===== config.mk =====
export PLATFORM = sky130hd
export DESIGN_NAME = lcd_arbiter_flat
export DESIGN_NICKNAME = d
export VERILOG_FILES = /design/src/rtl/lcd_pkg.sv /design/src/rtl/lcd_arbiter_if.sv /design/src/rtl/rr_pick.sv /design/src/rtl/lcd_arbiter.sv /design/src/flat_wrapper.sv
export SDC_FILE = /design/constraint.sdc
export NUM_CORES = 1
export LEC_CHECK = 0
export BUFFER_PORTS_ARGS = -buffer_cell sky130_fd_sc_hd__buf_4
export CORE_MARGIN = 2
export CORE_UTILIZATION = 30
export DETAILED_ROUTE_END_ITERATION = 6
export PLACE_DENSITY_LB_ADDON = 0.3
export RECOVER_POWER = 100
export SYNTH_ARGS = -nofsm -noshare
export SYNTH_HDL_FRONTEND = slang
export SYNTH_SLANG_ARGS = --single-unit

===== constraint.sdc =====
create_clock -name clk -period 1.7 [get_ports clk]
set_input_delay 0.255 -clock clk [delete_from_list [all_inputs] [get_ports clk]]
set_output_delay 0.255 -clock clk [all_outputs]
set_load 0.02 [all_outputs]

===== src/rtl/lcd_pkg.sv =====
// Shared sizes and FSM state encoding for the LCD character-buffer arbiter.
package lcd_pkg;
    localparam int NREQ   = 3;
    localparam int DAT_W  = 8;
    localparam int ADDR_W = 5;
    localparam int IDX_W  = 2;

    typedef enum logic [1:0] {
        IDLE      = 2'd0,
        GRANT     = 2'd1,
        WAIT_IDLE = 2'd2,
        REPAINT   = 2'd3
    } state_t;
endpackage


===== src/rtl/lcd_arbiter_if.sv =====
// Requester-side bundle between the arbiter and its clients / the LCD driver.
interface lcd_arbiter_if;
    import lcd_pkg::*;

    logic [NREQ-1:0]        req;
    logic [NREQ-1:0]        done;
    logic [NREQ*DAT_W-1:0]  dat_in;
    logic [NREQ*ADDR_W-1:0] addr_in;
    logic [NREQ-1:0]        we_in;
    logic                   lcd_busy;
    logic [NREQ-1:0]        gnt;
    logic [DAT_W-1:0]       lcd_dat;
    logic [ADDR_W-1:0]      lcd_addr;
    logic                   lcd_we;
    logic                   lcd_repaint;
    logic                   timeout_err;

    modport master (
        output req, done, dat_in, addr_in, we_in, lcd_busy,
        input  gnt, lcd_dat, lcd_addr, lcd_we, lcd_repaint, timeout_err
    );

    modport slave (
        input  req, done, dat_in, addr_in, we_in, lcd_busy,
        output gnt, lcd_dat, lcd_addr, lcd_we, lcd_repaint, timeout_err
    );
endinterface


===== src/rtl/rr_pick.sv =====
// Round-robin selector: first requesting index strictly after the last
// granted one, wrapping from the top index back to 0.
module rr_pick
    import lcd_pkg::*;
(
    input  logic [NREQ-1:0] req,
    input  logic [NREQ-1:0] last,
    output logic [NREQ-1:0] next
);

    logic [IDX_W-1:0] last_idx_s;
    logic [IDX_W-1:0] idx_s;
    logic             found_s;
    logic             hit_s;

    // Scan the requesters in rotated order starting one past the last grant
    always_comb begin
        last_idx_s = '0;
        idx_s      = '0;
        found_s    = 1'b0;
        hit_s      = 1'b0;
        next       = '0;
        for (int i = 0; i < NREQ; i++) begin
            last_idx_s = last[i] ? IDX_W'(i) : last_idx_s;
        end
        for (int k = 1; k <= NREQ; k++) begin
            idx_s        = IDX_W'((int'(last_idx_s) + k) % NREQ);
            hit_s        = req[idx_s] & ~found_s;
            next[idx_s]  = next[idx_s] | hit_s;
            found_s      = found_s | hit_s;
        end
    end

endmodule


===== src/rtl/lcd_arbiter.sv =====
// Arbitrates three requesters onto the LCD character buffer, one frame at a
// time, with a repaint request after each completed frame and a grant timeout.
module lcd_arbiter
    import lcd_pkg::*;
#(
    parameter int TIMEOUT = 255
) (
    input  logic          clk,
    input  logic          rst,
    lcd_arbiter_if.slave  bus
);

    localparam int CNT_W = ($clog2(TIMEOUT + 1) > 9) ? $clog2(TIMEOUT + 1) : 9;
    localparam logic [CNT_W-1:0] TIMEOUT_M1 = CNT_W'(TIMEOUT - 1);
    localparam logic [NREQ-1:0]  LAST_RST   = {1'b1, {(NREQ-1){1'b0}}};

    state_t              state_q, state_d;
    logic [NREQ-1:0]     gnt_q, gnt_d;
    logic [NREQ-1:0]     last_q, last_d;
    logic [CNT_W-1:0]    cnt_q, cnt_d;
    logic [DAT_W-1:0]    dat_q, dat_d;
    logic [ADDR_W-1:0]   addr_q, addr_d;
    logic                we_q, we_d;
    logic                repaint_q, repaint_d;
    logic                terr_q, terr_d;
    logic [NREQ-1:0]     pick_s;
    logic [DAT_W-1:0]    dat_sel_s;
    logic [ADDR_W-1:0]   addr_sel_s;

    rr_pick u_rr_pick (
        .req  (bus.req),
        .last (last_q),
        .next (pick_s)
    );

    // Forward only the currently granted requester's data and address
    always_comb begin
        dat_sel_s  = '0;
        addr_sel_s = '0;
        for (int i = 0; i < NREQ; i++) begin
            dat_sel_s  = dat_sel_s  | ({DAT_W{gnt_q[i]}}  & bus.dat_in[i*DAT_W +: DAT_W]);
            addr_sel_s = addr_sel_s | ({ADDR_W{gnt_q[i]}} & bus.addr_in[i*ADDR_W +: ADDR_W]);
        end
    end

    // Next-state and next-output logic
    always_comb begin
        state_d   = state_q;
        gnt_d     = gnt_q;
        last_d    = last_q;
        cnt_d     = '0;
        repaint_d = 1'b0;
        terr_d    = 1'b0;
        // Masked by the registered grant, so a write is never forwarded
        // unless a grant was already visible in the previous cycle.
        we_d      = |(bus.we_in & gnt_q);
        dat_d     = dat_sel_s;
        addr_d    = addr_sel_s;
        case (state_q)
            IDLE: begin
                if ((bus.req != '0) && !bus.lcd_busy) begin
                    state_d = GRANT;
                    gnt_d   = pick_s;
                    last_d  = pick_s;
                end else begin
                    gnt_d   = '0;
                end
            end
            GRANT: begin
                if ((bus.done & gnt_q) != '0) begin
                    state_d = WAIT_IDLE;
                    gnt_d   = '0;
                end else if ((bus.req & gnt_q) == '0) begin
                    state_d = IDLE;
                    gnt_d   = '0;
                end else if (cnt_q == TIMEOUT_M1) begin
                    state_d = IDLE;
                    gnt_d   = '0;
                    terr_d  = 1'b1;
                end else begin
                    cnt_d   = cnt_q + CNT_W'(1);
                end
            end
            WAIT_IDLE: begin
                if (!bus.lcd_busy) begin
                    state_d   = REPAINT;
                    repaint_d = 1'b1;
                end else begin
                    state_d   = WAIT_IDLE;
                end
            end
            REPAINT: begin
                state_d = IDLE;
            end
            default: begin
                state_d = IDLE;
                gnt_d   = '0;
            end
        endcase
    end

    // State and output registers with synchronous reset
    always_ff @(posedge clk) begin
        if (rst) begin
            state_q   <= IDLE;
            gnt_q     <= '0;
            last_q    <= LAST_RST;
            cnt_q     <= '0;
            dat_q     <= '0;
            addr_q    <= '0;
            we_q      <= 1'b0;
            repaint_q <= 1'b0;
            terr_q    <= 1'b0;
        end else begin
            state_q   <= state_d;
            gnt_q     <= gnt_d;
            last_q    <= last_d;
            cnt_q     <= cnt_d;
            dat_q     <= dat_d;
            addr_q    <= addr_d;
            we_q      <= we_d;
            repaint_q <= repaint_d;
            terr_q    <= terr_d;
        end
    end

    assign bus.gnt         = gnt_q;
    assign bus.lcd_dat     = dat_q;
    assign bus.lcd_addr    = addr_q;
    assign bus.lcd_we      = we_q;
    assign bus.lcd_repaint = repaint_q;
    assign bus.timeout_err = terr_q;

endmodule


===== src/flat_wrapper.sv =====
// flat-port wrapper written by rule: the top's interface ports become plain ports
module lcd_arbiter_flat import lcd_pkg::*;
#(
    parameter int TIMEOUT = 255
)
  (clk, rst, bus_req, bus_done, bus_dat_in, bus_addr_in, bus_we_in, bus_lcd_busy, bus_gnt, bus_lcd_dat, bus_lcd_addr, bus_lcd_we, bus_lcd_repaint, bus_timeout_err);
  lcd_arbiter_if bus_i ();
  input  logic clk;
  input  logic rst;
  input wire logic [$bits(bus_i.req)-1:0] bus_req;
  input wire logic [$bits(bus_i.done)-1:0] bus_done;
  input wire logic [$bits(bus_i.dat_in)-1:0] bus_dat_in;
  input wire logic [$bits(bus_i.addr_in)-1:0] bus_addr_in;
  input wire logic [$bits(bus_i.we_in)-1:0] bus_we_in;
  input wire logic [$bits(bus_i.lcd_busy)-1:0] bus_lcd_busy;
  output wire logic [$bits(bus_i.gnt)-1:0] bus_gnt;
  output wire logic [$bits(bus_i.lcd_dat)-1:0] bus_lcd_dat;
  output wire logic [$bits(bus_i.lcd_addr)-1:0] bus_lcd_addr;
  output wire logic [$bits(bus_i.lcd_we)-1:0] bus_lcd_we;
  output wire logic [$bits(bus_i.lcd_repaint)-1:0] bus_lcd_repaint;
  output wire logic [$bits(bus_i.timeout_err)-1:0] bus_timeout_err;
  assign bus_i.req = bus_req;
  assign bus_i.done = bus_done;
  assign bus_i.dat_in = bus_dat_in;
  assign bus_i.addr_in = bus_addr_in;
  assign bus_i.we_in = bus_we_in;
  assign bus_i.lcd_busy = bus_lcd_busy;
  assign bus_gnt = bus_i.gnt;
  assign bus_lcd_dat = bus_i.lcd_dat;
  assign bus_lcd_addr = bus_i.lcd_addr;
  assign bus_lcd_we = bus_i.lcd_we;
  assign bus_lcd_repaint = bus_i.lcd_repaint;
  assign bus_timeout_err = bus_i.timeout_err;
  lcd_arbiter #(.TIMEOUT(TIMEOUT)) u_core (.clk(clk), .rst(rst), .bus(bus_i));
endmodule

# After elaboration in Yosys (flattened, before gate mapping)
# Cells that the tools add are included.
dict set report totals {
  reg_bits 33
  input_bits 51
  out_inout_bits 19
  word_cells 104
}
dict set report op_classes {
  n_addsub 4
  n_div 3
  magnitude_cmp 6
  eq_ne 6
  mux 35
  n_bitwise 24
  n_reduce_logical 17
}
# op count
set ops {}
lappend ops {{$mod 32x3->32 const B} 3}
lappend ops {{$and 8x8->8} 3}
lappend ops {{$or 8x8->8} 2}
lappend ops {{$and 5x5->5} 3}
lappend ops {{$mux 1} 13}
lappend ops {{$and 3x3->3} 4}
lappend ops {{$bmux 1 s2} 6}
lappend ops {{$mux 3} 4}
lappend ops {{$mux 2} 5}
lappend ops {{$or 5x5->5} 2}
lappend ops {{$add 9x1->9 const B} 1}
lappend ops {{$eq 9x8->1 const B} 1}
lappend ops {{$lt 2x3->1 const B} 3}
lappend ops {{$pmux 2 s4} 1}
lappend ops {{$add 2x2->3 const B} 2}
lappend ops {{$bwmux 3} 2}
lappend ops {{$demux 1 s2} 3}
lappend ops {{$ge 2x1->1 const B} 3}
lappend ops {{$pmux 3 s2} 1}
lappend ops {{$reduce_and 2->1} 3}
lappend ops {{$reduce_bool 3->1} 2}
lappend ops {{$reduce_or 5->1} 1}
lappend ops {{$eq 2x2->1 const B} 2}
lappend ops {{$logic_and 1x1->1} 4}
lappend ops {{other kinds (14)} 21}

# Logic depth before layout (Yosys ltp)
dict set report depth {
  ltp_word 19
  depth_mapped 6
  ltp_nobuf 6
}

# Hierarchy
# From an unflattened synthesis, not the netlist that was laid out.
dict set report hier_totals {
  hier_cells 143
  area_unflattened_um2 1381.3
}
# mod instances cells_per_inst area_each_um2 seq_area_each_um2
set by_module_without_submodules {}
lappend by_module_without_submodules {lcd_arbiter 1 134 1318.8 660.6}
lappend by_module_without_submodules {rr_pick 1 9 62.6 0.0}

# Worst setup path after synthesis
# Ideal clock, no wire load.
dict set report synth_timing {
  path_kind {reg-to-reg}
  startpoint {register u_core.gnt_q[0] (netlist: u_core.bus.gnt[0])}
  endpoint {register u_core.gnt_q[0] (netlist: u_core.bus.gnt[0])}
  setup_time_ns 0.124
  arrival_ns 1.417
  slack_ns 0.159
  path_stages_with_launch 6
  period_less_slack_ns 1.541
  cell_sequence {dfxtp_1 -> buf_2 -> a222oi_1 -> and2b_2 -> a32oi_4 -> o22ai_2}
}
dict set report synth_via {
  elab_chain_cells 5
  elab_cells_between_ends 9
  classes_between {eq/ne (1); mux (3); bitwise (2); reduce/logical (3)}
}
# element line
set synth_rtl {}
lappend synth_rtl {{start: declaration} lcd_arbiter.sv:18} ;# logic [NREQ-1:0] gnt_q, gnt_d;
lappend synth_rtl {{start signal: assignment} lcd_arbiter.sv:116} ;# gnt_q <= gnt_d;
lappend synth_rtl {{$and 3x3->3} lcd_arbiter.sv:73} ;# end else if ((bus.req & gnt_q) == '0) begin
lappend synth_rtl {{$logic_not 3->1} lcd_arbiter.sv:73}
lappend synth_rtl {{$mux 3} lcd_arbiter.sv:73}
lappend synth_rtl {{$mux 3} lcd_arbiter.sv:70} ;# if ((bus.done & gnt_q) != '0) begin
lappend synth_rtl {{$pmux 3 s2} lcd_arbiter.sv:59} ;# case (state_q)
# Several ways; a longest one is shown, not always the timed one.
# A chain may end at the register's enable or synchronous reset.

# Worst setup path in the final report
dict set report layout_timing {
  startpoint {register u_core.cnt_q[0]}
  endpoint {register u_core.gnt_q[0] (netlist: u_core.bus.gnt[0])}
}
dict set report layout_via {
  elab_chain_cells 3
}
# element line
set layout_rtl {}
lappend layout_rtl {{start: declaration} lcd_arbiter.sv:20} ;# logic [CNT_W-1:0] cnt_q, cnt_d;
lappend layout_rtl {{start signal: assignment} lcd_arbiter.sv:118} ;# cnt_q <= cnt_d;
lappend layout_rtl {{$eq 9x8->1} lcd_arbiter.sv:76} ;# end else if (cnt_q == TIMEOUT_M1) begin
lappend layout_rtl {{$ne 4x1->1 (no source line)} --}
lappend layout_rtl {{$reduce_and 2->1 (no source line)} --}
# Every way passes these cells.

==> results.ini <==
[status]
status = completed

[setup_path]
path_delay_family = simple AND/OR/NAND/NOR gates
criticalPathCategory = reg -> reg
cpMostUsedCell = inv_1
regToRegStartpoint = u_core.cnt_q[0]
end_kind = register
cp_slowest_cell = or4_4
ff2ff_setup_slack_ps = 130
cp-endpoint = u_core.bus.gnt[0]
slowest_delay_ps = 550
r2r_cells = 6
timing.rr.end = u_core.bus.gnt[0]
crit_path_cell_trace = inv_1, ha_1, inv_1, or4_4, a32oi_4, o22ai_2
path_depth = 6
crit_required_ps = 1850
worstSetupStartpointType = register
arrival_ps = 1720
worstPathMaxFanout = 5
critPathBufInv = 2
critPathLaunch = u_core.cnt_q[0]

[detailed_routing]
drc = 0
drt_first_pass_iters = 5
final_antenna_net_count = 0
drt_iter0_markers = 119
vias = 1321
wl_per_cell_um = 12.7
via_per_inst = 4.95
drt_wl_total_mm = 3.38

[floorplanning]
start_util_pct = 31.3
ios = 70
die_y_um = 71.4
rows = 24
coreArea_um2 = 4350
dieArea_um2 = 5100
die_x_um = 71.4

[synth]
synth-compound-area-share_pct = 19.5
netlist_top_cells_count = 32 x dfxtp_1, 32 x nor2_1, 16 x a222oi_1, 8 x inv_1
async_flop_share_pct = 0
yosys.area.top_type = dfxtp_1
syn_inst = 146
synthAdderAreaFrac_pct = 1.84
synthXorXnorAreaFrac_pct = 4.50
synth_top_area_share_pct = 47.0
synth-simple-area-share_pct = 19.7
synth_edf_count = 0
syn_nets = 199
synth_top_family_by_area = simple AND/OR/NAND/NOR gates
synthTopCellsByArea = dfxtp_1 47%, a222oi_1 12%, nor2_1 8.8%, xnor2_1 3.2%, inv_1 2.2%
synth_seq_cells = 32
syn_avg_cell_area_um2 = 9.33
synthMuxAreaShare_pct = 1.47
synth.distinct_cells = 33
yosysWarningCount = 0
syn_area_um2 = 1360
yosysSeqAreaShare_pct = 47.0
synthFlopType = dfxtp_1

[pwr]
p_leak_nw = 0.774
powerDensity_nw_per_um2 = 865
ir_drop_v = 0.000344
total_power_mw = 1.69

[sta]
setup_violations = 0
fmax_ghz = 0.636
period_needed_ps = 1570
finalSetupTns_ps = 0
hold_viol = 0
worst_slew_pin_slew_ps = 504
max_slew_margin_pct = 66.1
fin_hold_ws_ps = 175
clock_skew_ps = 5.57
drv_slew = 0
fin_crit_sh_pct = 92.5
finalWorstSetupSlack_ps = 128
rsz0062_at_grt = false

[clock_tree]
post_cts_buffers = 0
root_buffer = clkbuf_8
worstSkewPairLatency_ps = 270
cts-resized-gates = 0
cts_made_buffers = 5
h-tree-depth = 2
clk_pin_slew_worst_paths_ps = 60
cts.sinks = 32
cts_max_path_buffers = 2
cts_tree = yes
ctsHoldBuffers = 0

[worst_hold_path]
min-delay-start = bus_lcd_busy
hp-class = in -> reg
holdPathStages = 2

[grt]
grt.total_usage_pct = 13.5
grt_max_degree = 23
grt_pass1_wl_mm = 5.64
grt_pass1_vias = 1309
grt_overflow_total = 0
antenna_found_initial = 0

[flow_run]
drv_cap = 0

[placed_design]
dp_slack_ps = 131
place_congestion = 0.852
dp_hpwl_mm = 2.55
io_buffers = 69

[finish]
layout-drive-gt1-share_pct = 30.7
synthToLayoutAreaGrowth_pct = 43.3
finalNetCount = 267
antenna_cells = 0

[report_power, final]
group | leakage (nW) | internal [mW] | total, mW | switching [mW]
registers | 0.259 | 0.770 | 0.785 | 0.0148
clock network | 0.0552 | 0.434 | 0.692 | 0.257
logic | 0.460 | 0.117 | 0.213 | 0.0962
[cell families (layout without fill, tap and decap cells)]
group	count (synthesis)	after routing
buffers and inverters	19	88
xor gates and xnor gates	7	7
DFF	32	32
muxes	2	2
and+or+nand+nor	56	56
adders and majority gates	2	2
AOI/OAI and AO/OA	28	28
[flip-flops by register name (all words and copies together), names as in the netlist, named ones only]
| signal | flops |
|---|---|
| u_core.last_q | 2 |
| u_core.bus.timeout_err | 1 |
| u_core.bus.lcd_repaint | 1 |
| u_core.bus.gnt | 3 |
| u_core.bus.lcd_addr | 5 |
| u_core.cnt_q | 9 |
| u_core.bus.lcd_we | 1 |
| u_core.bus.lcd_dat | 8 |
| u_core.state_q | 1 |
[layout by cell type, fill, tap and decap left out]
| master | n |
|---|---|
| buf_4 | 53 |
| nor2_1 | 32 |
| dfxtp_1 | 32 |
| clkbuf_1 | 18 |
| a222oi_1 | 16 |
| inv_1 | 8 |
| nand2_1 | 7 |
| nand3_1 | 5 |
| xnor2_1 | 5 |
| clkbuf_8 | 5 |
| nor3_1 | 3 |
| nor4_1 | 2 |
| o21ai_1 | 2 |
| mux2i_1 | 2 |
| a21oi_1 | 2 |
| xor2_1 | 2 |
| ha_1 | 2 |
| clkbuf_2 | 2 |
| nand4_1 | 1 |
| or4_4 | 1 |
| and2b_1 | 1 |
| nand4_4 | 1 |
| a32oi_4 | 1 |
| nand2b_1 | 1 |
| nor2b_1 | 1 |
| a22o_1 | 1 |
| o41ai_1 | 1 |
| o21ai_0 | 1 |
| a32oi_1 | 1 |
| nor4b_1 | 1 |
| o31ai_1 | 1 |
| o22ai_1 | 1 |
| o22ai_2 | 1 |
| clkinv_2 | 1 |
| bufinv_16 | 1 |
[stage by stage]
step / cells / util (%) / area [µm²]
6_report: 267 / 44.9 / 1950
3_3_place_gp: 259 / 44.0 / 1920
5_1_grt: 267 / 44.9 / 1950
4_1_cts: 267 / 46.5 / 2020
3_5_place_dp: 259 / 44.0 / 1920
2_1_floorplan: 146 / - / 1360
[layer usage]
| layer | track usage [%] | routed length, µm |
|---|---|---|
| met5 | 0 | 0 |
| met4 | 4.61 | 48 |
| met3 | 4.50 | 324 |
| met2 | 23.1 | 1620 |
| met1 | 15.7 | 1390 |
[worst reg2reg max path: stages (launching register included)]
cell and delay (ps):
dfxtp_1 340, inv_1 70, ha_1 130, inv_1 30, or4_4 550, a32oi_4 230
o22ai_2 100
[worst min path at each step]
stage	end	slack (ps)
after CTS	u_core.bus.lcd_repaint	170
after global placement	u_core.bus.lcd_repaint	460
after floorplan	u_core.bus.lcd_repaint	330
after detailed placement	u_core.bus.lcd_repaint	460
after global routing	u_core.bus.lcd_repaint	180
final	u_core.bus.lcd_repaint	180
[final cells by class]
| class | instances | area, µm² |
|---|---|---|
| Fill cell | 438 | 2400 |
| Sequential cell | 32 | 641 |
| Multi-Input combinational cell | 95 | 638 |
| Timing Repair Buffer | 72 | 472 |
| Clock buffer | 6 | 72.6 |
| Tap cell | 52 | 65.1 |
| Clock inverter | 2 | 35.0 |
| Inverter | 8 | 30.0 |
(Power assumes the default switching activity.)
